File: src/rtl/tick_burst_gen.sv
// Programmable enable-pulse generator: divides clk by div+1 and issues single-cycle en pulses,
// either continuously or as a fixed-length burst that ends with a coincident done pulse.
module tick_burst_gen #(
  parameter int unsigned DIV_W = 8,
  parameter int unsigned CNT_W = 6
) (
  input  logic             clk,
  input  logic             rst,
  input  logic             start,
  input  logic             stop,
  input  logic             hold,
  input  logic [DIV_W-1:0] div,
  input  logic [CNT_W-1:0] burst_len,
  output logic             en,
  output logic             busy,
  output logic             done,
  output logic [CNT_W-1:0] tick_cnt
);

  typedef enum logic {StIdle, StRun} state_e;

  state_e             state_q;
  logic [DIV_W-1:0]   presc_q;
  logic [DIV_W-1:0]   div_q;
  logic [CNT_W-1:0]   len_q;
  logic [CNT_W-1:0]   tick_cnt_q;
  logic               en_q;
  logic               done_q;
  logic [CNT_W-1:0]   tick_next;

  always_comb begin
    tick_next = tick_cnt_q + 1'b1;
  end

  always_ff @(posedge clk or negedge rst) begin
    if (!rst) begin
      state_q    <= StIdle;
      presc_q    <= '0;
      div_q      <= '0;
      len_q      <= '0;
      tick_cnt_q <= '0;
      en_q       <= 1'b0;
      done_q     <= 1'b0;
    end else begin
      unique case (state_q)
        StIdle: begin
          en_q   <= 1'b0;
          done_q <= 1'b0;
          // A simultaneous stop vetoes the start; nothing is latched.
          if (start && !stop) begin
            div_q      <= div;
            len_q      <= burst_len;
            presc_q    <= '0;
            tick_cnt_q <= '0;
            state_q    <= StRun;
          end
        end
        StRun: begin
          if (stop) begin
            en_q    <= 1'b0;
            done_q  <= 1'b0;
            state_q <= StIdle;
          end else if (hold) begin
            en_q   <= 1'b0;
            done_q <= 1'b0;
          end else if (presc_q == div_q) begin
            presc_q    <= '0;
            en_q       <= 1'b1;
            tick_cnt_q <= tick_next;
            // len_q == 0 selects continuous mode, which never completes.
            if ((len_q != '0) && (tick_next == len_q)) begin
              done_q  <= 1'b1;
              state_q <= StIdle;
            end else begin
              done_q <= 1'b0;
            end
          end else begin
            presc_q <= presc_q + 1'b1;
            en_q    <= 1'b0;
            done_q  <= 1'b0;
          end
        end
        default: begin
          state_q <= StIdle;
          en_q    <= 1'b0;
          done_q  <= 1'b0;
        end
      endcase
    end
  end

  assign en       = en_q;
  assign done     = done_q;
  assign tick_cnt = tick_cnt_q;
  assign busy     = (state_q == StRun);

endmodule

File: config.mk
export PLATFORM = sky130hd
export DESIGN_NAME = tick_burst_gen
export DESIGN_NICKNAME = d
export VERILOG_FILES = /design/src/rtl/tick_burst_gen.sv
export SDC_FILE = /design/constraint.sdc
export NUM_CORES = 1
export LEC_CHECK = 0
export CAP_MARGIN = 10
export CORE_ASPECT_RATIO = 0.5
export CORE_MARGIN = 2
export CORE_UTILIZATION = 30
export CTS_CLUSTER_DIAMETER = 30
export DETAILED_ROUTE_END_ITERATION = 8
export HOLD_SLACK_MARGIN = 0.08
export PLACE_DENSITY_LB_ADDON = 0.12
export SYNTH_ARGS = -nofsm -noshare
export SYNTH_HDL_FRONTEND = slang
export SYNTH_SLANG_ARGS = --single-unit
File: constraint.sdc
create_clock -name clk -period 4.2 [get_ports clk]
set_input_delay 1.26 -clock clk [delete_from_list [all_inputs] [get_ports clk]]
set_output_delay 1.26 -clock clk [all_outputs]
set_load 0.01 [all_outputs]
==> key figures, run 1 <==
Status
  – Run status: completed

Timing
  – Final min period: 2.85 ns
  – Fmax: 350 MHz
  – Worst-Margin Slew: 0.652 ns
  – Final Max Slew Viols: 0
  – Final setup violation count: 0
  – Slew margin rel.: 56.3%
  – RSZ-0062 raised after global routing: no
  – Final Hold Viols: 0
  – Hold slack: 0.528 ns
  – Crit share post-route: 67.9%
  – TNS Setup: 0 ns
  – Skew final: 0.00435 ns

Route
  – Vias per cell: 4.99
  – DR vias: 1247
  – Drt initial violations: 47
  – 1st-pass router iterations: 4
  – Drc violations: 0
  – Count of antenna-violating nets left after detailed routing: 0
  – Detailed Route WL: 3.58 mm
  – Wire per inst: 14.3 um

Synth
  – Synth Flop Type: dfrtp_1
  – Area contributors post-synth: dfrtp_1 48%, mux2_2 10%, xnor2_1 7.0%
  – Main combinational cell family by area after synthesis: simple AND/OR/NAND/NOR gates
  – Synth cell count leaders: 31 x dfrtp_1, 15 x mux2_2, 13 x xnor2_1
  – Post-synth top area share: 47.9%
  – Xor and xnor area share after synthesis: 8.65%
  – Yosys warns: 0
  – Cell with the most instances after synthesis: dfrtp_1
  – Post-synth top area cell: dfrtp_1
  – Syn nets: 168
  – Simple logic cell fraction of the synthesized area: 16.4%
  – Yosys cell types: 37
  – Avg Cell Area, Syn: 11.0 um2
  – Async SR Flop Fraction: 100%
  – Netlist Area Pre-Place: 1620 um2
  – Complex-gate fraction of the synthesized area: 12.7%
  – EDFF count, synth: 0
  – Register area share after synthesis: 47.9%
  – Synth Instances: 147
  – Seq cells post-synth: 31
  – Multiplexer share of the synthesized area: 10.4%
  – Post-Synth Adder-Cell Area: 1.54%

Power
  – Pleak: 0.807 nW
  – Sw frac: 26.3%
  – Int Pwr: 0.570 mW
  – P per Cell Area: 373 nW/um2
  – Reg power frac: 48.4%
  – Comb pwr share: 18.5%
  – Max VDD drop: 121 uV
  – Clock power frac: 33.1%
  – Psw: 0.203 mW

Placed design
  – GP Congestion: 0.769
  – Buffers on Ports: 27
  – DP HPWL: 2.64 mm

Setup path
  – CP Capture Type: flop
  – Data arrival time of the worst path: 3.02 ns
  – Worst Path Max Fanout: 10
  – CP required: 4.36 ns
  – Setup Crit Path Kind: in2reg
  – Worst Setup Start Kind: input pin
  – R2r setup slk: 1.99 ns

Floorplanning
  – Full die area: 6040 um2
  – Initial Util: 32.0%
  – Die Ht: 56.0 um
  – Die Wd: 108 um
  – Io pins: 28
  – Site row count: 18
  – CORE AREA: 5070 um2

Clocking
  – Max H-tree Level: 2
  – Setup bufs post-CTS: 0
  – Worst-path clk slew: 0.06 ns
  – CTS tree: yes
  – Clk buf depth: 2
  – Root Buffer: clkbuf_8
  – CTS Hold Bufs: 0
  – Post-CTS resize count: 0
  – Clock Latency Late Sink: 0.28 ns
  – Sink Count: 31
  – Num CTS Buffers: 5

GRT
  – First-pass GRT wire length: 6.28 mm
  – Largest net degree at the start of global routing: 32
  – Vias in the first global route: 1295
  – GRT Overall Usage: 13.6%
  – Gr ovfl total: 0
  – Initial antenna violation count: 0

Cells and area
  – Layout cells sized above 1: 15.6%
  – Final nets: 200
  – P&R area growth vs syn: 28.0%
  – ANT cells: 0

Min path
  – Hold crit path type: reg2reg

Flow run
  – Total of max-cap violations: 0
## worst max-delay path, stage by stage
cell,delay (ns)
clkdlybuf4s50_1,0.48
nor3_1,0.53
nor2_1,0.33
a221o_1,0.41
## cells by family (layout without fill, tap and decap cells)
family	after synthesis	count (layout)
XOR/XNOR	16	16
buffers and inverters	9	42
AND/OR/NAND/NOR	45	45
adder cells (fa/ha/maj)	2	2
multiplexers	15	15
flip-flops	31	31
AO/OA/AOI/OAI	29	29
## metrics by stage
stage / instance area [um2] / cells / setup WS (ns) / util, % / power [mW]
detailed placement: 1970 / 242 / 1.07 / 38.9 / 0.525
global placement: 1970 / 242 / 1.15 / 38.9 / 0.525
CTS: 2070 / 250 / 1.36 / 40.9 / 0.785
global route: 2070 / 250 / 1.21 / 40.9 / 0.825
floorplan: 1620 / 147 / 1.88 / - / 0.463
finish: 2070 / 250 / 1.35 / 40.9 / 0.773
## layout make-up
type | instances | area (um2)
Multi-Input combinational cell | 107 | 806
Inverter | 5 | 18.8
Timing Repair Buffer | 29 | 285
Clock buffer | 8 | 100
Sequential cell | 31 | 776
Fill cell | 513 | 2990
Tap cell | 70 | 87.6
## layer usage
metal | GRT usage (%) | up-vias | share of wire (%)
li1 | - | 610 | -
met2 | 20.0 | 31 | 43
met5 | 0 | - | 0
met1 | 18.8 | 602 | 50
met3 | 4.45 | 4 | 5.7
met4 | 4.40 | 0 | 1.1
## power groups by stage
| stage | Clock (mW) | Sequential, mW | Combinational [mW] |
|---|---|---|---|
| 5_1_grt | 0.285 | 0.381 | 0.159 |
| 3_3_place_gp | 0 | 0.381 | 0.144 |
| 2_1_floorplan | 0 | 0.369 | 0.0944 |
| 6_report | 0.256 | 0.374 | 0.143 |
| 4_1_cts | 0.265 | 0.375 | 0.145 |
| 3_5_place_dp | 0 | 0.381 | 0.144 |
## worst paths after layout
kind / endpoint / startpoint / cells after the start
max: tick_cnt[4] / stop / 4
min: div_q[3] / div_q[3] / 1
max reg2reg: tick_cnt[4] / busy / 4
min reg2reg: div_q[3] / div_q[3] / 1
max in group asynchronous: div_q[7] / rst / 2
min in group asynchronous: presc_q[2] / rst / 2
## placed cells by master (no fill, tap or decap), types with 2 or more instances in the layout
master           Yosys  final
nand2_1              5      5
clkdlybuf4s50_1      0     27
nor4_1               2      2
mux2_2              15     15
a32o_1               2      2
ha_1                 2      2
or2_2                2      2
a22o_1               2      2
and3_1               3      3
nor2_1               6      6
nand4_1              2      2
clkbuf_8             0      7
nor3_1               4      4
or4_1                4      4
xor2_1               3      3
a31oi_1              5      5
o2bb2ai_1            3      3
inv_1                5      5
xnor2_1             13     13
o21ai_0              9      9
nand2b_1             3      3
nand3_1              5      5
or3_1                3      3
dfrtp_1             31     31
buf_4                0      2
## registers in the layout, summed over array words and instances (netlist names)
| name | flops |
|---|---|
| div_q | 8 |
| en | 1 |
| busy | 1 |
| len_q | 6 |
| tick_cnt | 6 |
| done | 1 |
| presc_q | 8 |
Power figures use the tool's default switching activity.
==> run 2: changes to the inputs <==
Clock period 4.2 ns to 2.47 ns, I/O delays scaled along.
==> key figures, run 2 (synthesized netlist as in run 1, its figures left out) <==
Status
  – Run status: completed

Cells and area
  – Layout fillers: 512
  – ANT cells: 0
  – Post-route cell area: 2080 um2
  – P&R area growth vs syn: 28.6%
  – Final nets: 203
  – Most frequent cells in the layout: 31 x dfrtp_1, 27 x clkdlybuf4s50_1, 15 x mux2_2
  – Largest registers: div_q: 8 flops, presc_q: 8 flops
  – Layout cells sized above 1: 17.0%
  – Commonest non-fill, non-tap cell in the layout: dfrtp_1

Placed design
  – GP Congestion: 0.804
  – DP HPWL: 2.70 mm
  – Area after DPL: 2000 um2
  – Buffers on Ports: 27
  – Setup WS pre-CTS: 0.0382 ns

Timing
  – Final Hold Viols: 0
  – Crit share post-route: 88.6%
  – TNS Setup: 0 ns
  – Hold slack: 0.532 ns
  – Skew final: 0.00794 ns
  – Final min period: 2.19 ns
  – Worst-Margin Slew: 0.736 ns
  – Fmax: 457 MHz
  – Final Max Slew Viols: 0
  – Final setup violation count: 0
  – RSZ-0062 raised after global routing: no
  – Worst setup margin: 0.282 ns
  – Slew margin rel.: 50.8%

Setup path
  – Cell count along the critical path: 5
  – Data arrival time of the worst path: 2.36 ns
  – CP peak stage delay: 0.58 ns
  – Register-to-Register Path Depth: 5
  – Slowest CP cell: nor2_1
  – Buf/Inv on CP: 1
  – CP Capture Type: flop
  – Worst Path Max Fanout: 10
  – Setup Crit Path Kind: in2reg
  – Worst Setup Start Kind: input pin
  – CP required: 2.64 ns
  – Delay-heaviest family, CP: simple AND/OR/NAND/NOR gates
  – R2r setup slk: 0.67 ns
  – Crit-path cells: clkdlybuf4s50_1 -> nor3_1 -> nor2_1 -> o31ai_1 -> a32o_1

Route
  – Drt initial violations: 70
  – Detailed Route WL: 3.59 mm
  – Vias per cell: 4.87
  – Drc violations: 0
  – Count of antenna-violating nets left after detailed routing: 0
  – Wire per inst: 14.2 um
  – 1st-pass router iterations: 4
  – DR vias: 1227

Clocking
  – CTS Hold Bufs: 0
  – Max H-tree Level: 2
  – Post-CTS resize count: 0
  – Clk buf depth: 2
  – Root Buffer: clkbuf_8
  – Sink Count: 31
  – Setup bufs post-CTS: 0
  – Worst-path clk slew: 0.07 ns
  – CTS tree: yes
  – Num CTS Buffers: 5
  – Clock Latency Late Sink: 0.28 ns

Floorplanning
  – Full die area: 6040 um2
  – Die Ht: 56.0 um
  – Initial Util: 32.0%
  – Site row count: 18
  – Die Wd: 108 um
  – Io pins: 28
  – CORE AREA: 5070 um2

Power
  – Comb pwr share: 19.5%
  – Int Pwr: 0.936 mW
  – Psw: 0.347 mW
  – Pleak: 0.818 nW
  – Reg power frac: 49.3%
  – Clock power frac: 31.2%
  – P per Cell Area: 616 nW/um2
  – Sw frac: 27.1%
  – Max VDD drop: 201 uV

GRT
  – GRT Overall Usage: 13.0%
  – Vias in the first global route: 1232
  – Gr ovfl total: 0
  – Initial antenna violation count: 0
  – Largest net degree at the start of global routing: 32
  – First-pass GRT wire length: 5.98 mm

Flow run
  – Total of max-cap violations: 0

Min path
  – Hold crit path type: reg2reg
  – Worst hold path depth: 1
-- run 2: changes by cell type in the layout (fill, tap and decap cells not counted) --
cell	delta
buf_4	+3
clkbuf_1	-1
clkbuf_8	-1
clkinv_2	+1
-- run 2: per-stage QoR --
step                      utilization (%)  power [mW]  instances
after floorplan                         -       0.788        147
after global placement               39.4       0.894        245
after detailed placement             39.4       0.895        245
after CTS                            41.1        1.30        252
after global routing                 41.1        1.36        252
final                                41.1        1.28        252
-- run 2: layer usage --
metal	wire length, um	part of all wire [%]	GRT usage [%]
met1	1910	53	18.6
met2	1430	40	18.1
met3	216	6.0	4.57
met4	27	0.75	4.58
met5	0	0	0
-- run 2: area by class of cell --
class	instances	area, um2	share of cell area, %
multi-input combinational	107	806	38.7
timing repair buffer	32	308	14.8
tap	70	87.6	4.20
inverter	5	18.8	0.901
clock buffer	6	82.6	3.96
clock inverter	1	5.00	0.240
sequential	31	776	37.2
-- run 2: worst paths after layout --
check,from,to
worst min-delay path,div_q[2],div_q[2]
worst max register to register,presc_q[5],tick_cnt[0]
min in group asynchronous,rst,presc_q[3]
worst max-delay path,stop,tick_cnt[5]
worst min register to register,div_q[2],div_q[2]
max in group asynchronous,rst,tick_cnt[1]
-- run 2: power by group through the flow --
stage                     sequential [mW]  combinational (mW)  clock (mW)
after CTS                           0.634               0.254       0.412
after detailed placement            0.643               0.252           0
after global placement              0.642               0.252           0
after global routing                0.642               0.278       0.441
final                               0.633               0.250       0.400
after floorplan                     0.627               0.161           0
-- run 2: worst register-to-register path: stages (launching register included) --
cell and delay [ns]:
dfrtp_1 0.43, xnor2_1 0.16, nand4_1 0.19, o21ai_0 0.45
nand2_1 0.17, mux2_2 0.28
==> run 3: changes to the inputs <==
Settings changed: CORE_UTILIZATION 30 to 47.
==> key figures, run 3 (synthesized netlist as in run 1, its figures left out) <==
Route
  – Drc violations: 0
  – Count of antenna-violating nets left after detailed routing: 0
  – Vias per cell: 5.74
  – 1st-pass router iterations: 4
  – Drt initial violations: 31
  – Detailed Route WL: 3.39 mm
  – Wire per inst: 15.1 um
  – DR vias: 1285

Setup path
  – CP peak stage delay: 0.60 ns
  – CP Capture Type: primary output
  – Buf/Inv on CP: 1
  – Delay-heaviest family, CP: buffers and inverters
  – Worst Setup Start Kind: flop
  – Crit-path cells: clkdlybuf4s50_1
  – Worst Path Max Fanout: 10
  – Slowest CP cell: clkdlybuf4s50_1
  – Data arrival time of the worst path: 1.40 ns
  – Setup Crit Path Kind: reg2out
  – CP required: 1.73 ns

GRT
  – Gr ovfl total: 0
  – GRT Overall Usage: 18.5%
  – Vias in the first global route: 1128
  – First-pass GRT wire length: 5.32 mm
  – Largest net degree at the start of global routing: 32
  – Initial antenna violation count: 0

Cells and area
  – Post-route cell area: 2050 um2
  – Commonest non-fill, non-tap cell in the layout: dfrtp_1
  – Final std cells w/o fill: 224
  – Largest registers: div_q: 8 flops, presc_q: 8 flops
  – Post-layout util: 61.0%
  – Layout cells sized above 1: 17.0%
  – Layout fillers: 283
  – P&R area growth vs syn: 26.4%
  – ANT cells: 0
  – Final nets: 203
  – Most frequent cells in the layout: 31 x dfrtp_1, 27 x clkdlybuf4s50_1, 15 x mux2_2

Power
  – Comb pwr share: 19.7%
  – Int Pwr: 0.936 mW
  – Psw: 0.348 mW
  – Reg power frac: 49.2%
  – Clock power frac: 31.1%
  – P per Cell Area: 627 nW/um2
  – Pleak: 0.818 nW
  – Sw frac: 27.1%
  – PnR Total Power: 1.28 mW
  – Max VDD drop: 307 uV

Clocking
  – CTS Hold Bufs: 0
  – Post-CTS resize count: 0
  – Max H-tree Level: 2
  – Clk buf depth: 2
  – Worst-path clk slew: 0.07 ns
  – Clock Latency Late Sink: 0.28 ns
  – Setup bufs post-CTS: 0
  – Root Buffer: clkbuf_8
  – Sink Count: 31
  – Num CTS Buffers: 5
  – CTS tree: yes

Floorplanning
  – Initial Util: 48.2%
  – Die Wd: 87.0 um
  – CORE AREA: 3360 um2
  – Site row count: 15
  – Die Ht: 45.5 um
  – Full die area: 3960 um2
  – Io pins: 28

Flow run
  – Total of max-cap violations: 0

Timing
  – Final min period: 2.14 ns
  – Slew margin rel.: 55.9%
  – RSZ-0062 raised after global routing: no
  – TNS Setup: 0 ns
  – Crit share post-route: 86.7%
  – Final Max Slew Viols: 0
  – Worst-Margin Slew: 0.659 ns
  – Skew final: 0.00515 ns
  – Final setup violation count: 0
  – Fmax: 467 MHz
  – Final Hold Viols: 0

Placed design
  – Area after DPL: 1960 um2
  – GP Congestion: 0.902
  – DP HPWL: 2.51 mm
  – Placed Cells: 217
  – Buffers on Ports: 27

Min path
  – Hold crit path type: reg2reg

Status
  – Run status: completed
-- run 3: cell counts in the layout (fill, tap and decap cells not counted) --
No cell type changed its count.
-- run 3: area by class of cell --
cell class	count	area, um2	share of cell area (%)
Clock buffer	6	82.6	4.03
Multi-Input combinational cell	107	806	39.3
Clock inverter	1	5.00	0.244
Tap cell	42	52.6	2.57
Sequential cell	31	776	37.9
Inverter	5	18.8	0.916
Timing Repair Buffer	32	308	15.0
-- run 3: final timing paths --
path | cells past startpoint | startpoint | to | slack, ns
setup / recovery | 1 | tick_cnt[2] | tick_cnt[2] | 0.33
hold / removal | 1 | div_q[3] | div_q[3] | 0.53
setup reg to reg | 5 | presc_q[0] | tick_cnt[0] | 0.63
hold reg to reg | 1 | div_q[3] | div_q[3] | 0.53
max in group asynchronous | 2 | rst | len_q[5] | 1.32
min in group asynchronous | 2 | rst | div_q[2] | 0.85
-- run 3: layer usage --
metal  track usage (%)  part of all wire (%)  up-vias
met4              6.56                   1.0        0
met3              6.88                   6.0        4
met1              25.2                    50      628
li1                  -                     -      619
met2              27.2                    43       34
met5                 0                     0        -
-- run 3: power by group through the flow --
| stage | clock network (mW) | registers [mW] | logic [mW] |
|---|---|---|---|
| 3_3_place_gp | 0 | 0.639 | 0.248 |
| 6_report | 0.400 | 0.631 | 0.253 |
| 5_1_grt | 0.436 | 0.641 | 0.275 |
| 2_1_floorplan | 0 | 0.627 | 0.161 |
| 3_5_place_dp | 0 | 0.641 | 0.253 |
| 4_1_cts | 0.412 | 0.632 | 0.254 |
-- run 3: per-stage QoR --
stage | worst slack, ns | hold WS, ns
floorplan | 0.667 | 0.445
finish | 0.329 | 0.529
global placement | 0.125 | 0.517
global route | 0.262 | 0.555
detailed placement | 0.0644 | 0.521
CTS | 0.335 | 0.535
